**src/rtl/cbus_arbiter.sv**
```systemverilog
// Shares one cbus port between ibus and dbus: 1-cycle grant latency, 0-cycle response path,
// grant held until ready&&last; non-granted requester simply waits (no ready) until next IDLE.
package cbus_pkg;
   typedef struct packed {
      logic        valid;
      logic        we;
      logic [31:0] addr;
      logic [31:0] wdata;
      logic [3:0]  wstrb;
   } cbus_req_t;

   typedef struct packed {
      logic        ready;
      logic        last;
      logic [31:0] data;
   } cbus_resp_t;
endpackage

module cbus_arbiter
   import cbus_pkg::*;
#(
   parameter int STARVE_LIMIT = 2
) (
   input  logic       clk,
   input  logic       rst_n,
   input  cbus_req_t  ireq,
   output cbus_resp_t iresp,
   input  cbus_req_t  dreq,
   output cbus_resp_t dresp,
   output cbus_req_t  oreq,
   input  cbus_resp_t oresp,
   output logic       busy
);

   typedef enum logic [1:0] {
      IDLE  = 2'd0,
      GNT_I = 2'd1,
      GNT_D = 2'd2
   } state_t;

   localparam logic [3:0] LIMIT = 4'(STARVE_LIMIT);

   state_t     state, state_nxt;
   logic [3:0] starve_cnt, starve_nxt;
   logic       done;

   assign done = oresp.ready && oresp.last;
   assign busy = (state != IDLE);

   always_ff @(posedge clk or negedge rst_n) begin
      if (!rst_n) begin
         state      <= IDLE;
         starve_cnt <= 4'd0;
      end else begin
         state      <= state_nxt;
         starve_cnt <= starve_nxt;
      end
   end

   always_comb begin
      state_nxt  = state;
      starve_nxt = starve_cnt;
      oreq       = '0;
      iresp      = '0;
      dresp      = '0;
      case (state)
         IDLE: begin
            // Arbitration only here, so a completion never races a new grant.
            if (ireq.valid && (!dreq.valid || starve_cnt == LIMIT)) begin
               state_nxt  = GNT_I;
               starve_nxt = 4'd0;
            end else if (dreq.valid) begin
               state_nxt = GNT_D;
               if (ireq.valid && starve_cnt < LIMIT)
                  starve_nxt = starve_cnt + 4'd1;
            end
         end
         GNT_I: begin
            oreq  = ireq;
            iresp = oresp;
            if (done)
               state_nxt = IDLE;
         end
         GNT_D: begin
            oreq  = dreq;
            dresp = oresp;
            if (done)
               state_nxt = IDLE;
         end
         default: state_nxt = IDLE;
      endcase
   end

endmodule

```
**config.mk**
```make
export PLATFORM = sky130hd
export DESIGN_NAME = cbus_arbiter
export DESIGN_NICKNAME = d
export VERILOG_FILES = /design/src/rtl/cbus_arbiter.sv
export SDC_FILE = /design/constraint.sdc
export NUM_CORES = 1
export LEC_CHECK = 0
export ABC_CLOCK_PERIOD_IN_PS = 3200
export CAP_MARGIN = 10
export CORE_AREA = 10 10 115 117
export DETAILED_ROUTE_END_ITERATION = 7
export DIE_AREA = 0 0 125 127
export PLACE_DENSITY_LB_ADDON = 0.12
export REMOVE_ABC_BUFFERS = 1
export SYNTH_ARGS = -nofsm -noshare
export SYNTH_HDL_FRONTEND = slang
export SYNTH_SLANG_ARGS = --single-unit
```
**constraint.sdc**
```tcl
create_clock -name clk -period 3.2 [get_ports clk]
set_input_delay 0.48 -clock clk [delete_from_list [all_inputs] [get_ports clk]]
set_output_delay 0.48 -clock clk [all_outputs]
set_load 0.005 [all_outputs]
```
==> key figures <==
Logic synthesis
  – Synth top area cells: a22oi_1 (28%), nor2b_1 (23%), and2_1 (23%)
  – Yosys top cell area share: 0.276
  – Cells after Synth: 277
  – Ys Warns: 0
  – Cell variety after synth: 20
  – Syn avg cell area: 6.87 um^2
  – Register area share after synthesis: 0.0788
  – Post-synth top area cell: a22oi_1
  – Synth Cell Area: 0.00190 mm^2
  – Synth Register Bits: 6

Clock tree
  – Hold-fix buffers, CTS: 0
  – CTS root buffer: clkbuf_16
  – Post-CTS Setup Inserts: 0
  – Clock slew at reported path FFs: 0.03 ns
  – Clock latency on the worst-skew pair: 0.23 ns
  – Sink Count: 6
  – CTS H-Tree Depth: 1
  – Cts repair resizes: 0
  – CTS tree: yes
  – CTS Buf Count: 3
  – CTS Buffer Depth: 2

STA
  – Worst Skew: 0.00184 ns
  – Period minus WS final: 2.63 ns
  – Total negative slack: 0 ns
  – Crit share post-route: 0.821
  – Max Fclk: 381 MHz
  – Worst slew pin tran: 0.431 ns
  – Slew Viols, Final: 0
  – Final Setup Violations: 0
  – Relative slew slack: 0.713
  – Worst setup margin: 0.573 ns
  – Worst hold slack: 0.514 ns
  – Final number of hold-violating endpoints: 0
  – RSZ-0062 raised after global routing: no

Global route
  – Global-route wire length before repair: 21.1 mm
  – Vias in the first global route: 3243
  – Initial antenna violation count: 0
  – Pin count of the biggest net entering global routing: 105
  – Remaining Overflow, GRT: 0
  – All-Layer GR Usage: 0.166

Place
  – DP HPWL: 12.1 mm
  – Port Buffers: 314
  – Dpl ws: 0.782 ns
  – GP Congestion: 0.844
  – Dpl cell area: 0.00515 mm^2
  – Inst Count DP: 707

Floorplan
  – Initial core utilization: 0.171
  – Row count: 39
  – Die W: 125 um
  – Die height: 127 um
  – Die area: 0.0159 mm^2
  – Ports: 315
  – CORE AREA: 0.0111 mm^2

Outcome
  – Result of the run: complete, no violations

Route
  – Initial drt markers: 190
  – Final WL: 14.4 mm
  – Via density: 4.45
  – Drt drc: 0
  – DRT Pass-1 Iters: 6
  – Number of nets with antenna violations after routing: 0
  – Detailed-route via count: 3161
  – WL/cell: 20.3 um

Cells and area
  – Final Cell Area: 0.00523 mm^2
  – Commonest non-fill, non-tap cell in the layout: clkdlybuf4s50_1
  – N_diodes: 0
  – Fillers: 1082
  – Area growth, synth to finish: 175%
  – Layout Utilization: 0.470
  – Area of the multi-input gates: 0.00160 mm^2
  – Fin cells: 710
  – Total Nets Final: 750
  – Most frequent cells in the layout: clkdlybuf4s50_1 (314), nor2b_1 (71), a22oi_1 (70)
  – Ratio of cells with drive above 1 in the final layout: 0.0229
  – Reg area: 150 um^2

Critical path
  – Reg2reg path depth: 5
  – RR Startpoint: state[0]
  – Critical Path Sink Type: output pin
  – Worst Setup Path Type: register to output pin
  – FF-to-FF setup slack: 1.68 ns
  – Worst setup SP type: register
  – Critical Path RT: 2.72 ns
  – Top fanout value on the critical path: 104
  – Reg2reg end: state[1]
  – CP arrival: 2.15 ns

Power
  – P per Cell Area: 531 mW/mm^2
  – Maximum vdd drop: 0.000364 V
  – Post-layout power: 2.78 mW
  – Leakage: 1.83 nW

Run
  – Max cap viols: 0

Min path
  – Hold crit path type: input pin to asynchronous set/reset pin
==> area by class of cell <==
| cell class | count | area share |
|---|---|---|
| flip-flops and latches | 6 | 0.0287 |
| repair buffers | 318 | 0.612 |
| well taps | 143 | 0.0342 |
| inverters | 6 | 0.00431 |
| multi-input cells | 234 | 0.307 |
| clock buffers | 3 | 0.0144 |
==> Yosys cell counts <==
cell type and count:
a22oi_1 70, and2_1 69, buf_2 10, buf_4 1
clkbuf_1 20, dfrtp_1 6, ha_1 5, inv_1 6
mux2_2 2, nand2_1 6, nand2b_1 1, nand3_1 1
nor2_1 2, nor2b_1 71, o21ai_0 1, o2bb2ai_1 1
o31ai_1 2, o32ai_4 1, o41ai_1 1, or2_2 1
==> worst max path at each step <==
stage                  start       end  slack (ns)  cells past startpoint
finish              state[0]  oreq[67]        0.57                      6
global route        state[1]  oreq[19]        0.41                      6
CTS                 state[1]  oreq[63]        0.54                      6
detailed placement  state[1]  oreq[63]        0.78                      6
global placement    state[0]  oreq[63]        0.80                      6
floorplan           state[0]  oreq[22]        0.19                      4
==> report_power, final <==
group | internal, mW | switching, mW | leakage (nW)
Combinational | 1.43 | 1.01 | 1.72
Clock | 0.160 | 0.0399 | 0.0370
Sequential | 0.103 | 0.0251 | 0.0780
Total | 1.70 | 1.08 | 1.83
==> cell families after synthesis <==
family,Yosys count,synth area share
compound gates,76,0.310
fa+ha+maj,5,0.0329
buf+inv,37,0.0815
flops,6,0.0788
mux,2,0.0118
simple gates,151,0.485
==> critical path, cell delays in order (launching register included) <==
cell and delay (ns):
dfrtp_1 0.39, inv_1 0.10, ha_2 0.20, buf_12 0.34
a22oi_1 0.16, nor2b_1 0.14, clkdlybuf4s50_1 0.53
==> per-layer routing <==
layer,GRT usage,part of all wire
met4,0.0305,0.014
met2,0.311,0.52
met3,0.0835,0.13
met5,0,0
met1,0.162,0.34
==> sequential cells by signal (all words and copies together) (netlist names) <==
name,count
starve_cnt,4
state,2
Note: power is estimated with default switching activity, not from simulation.
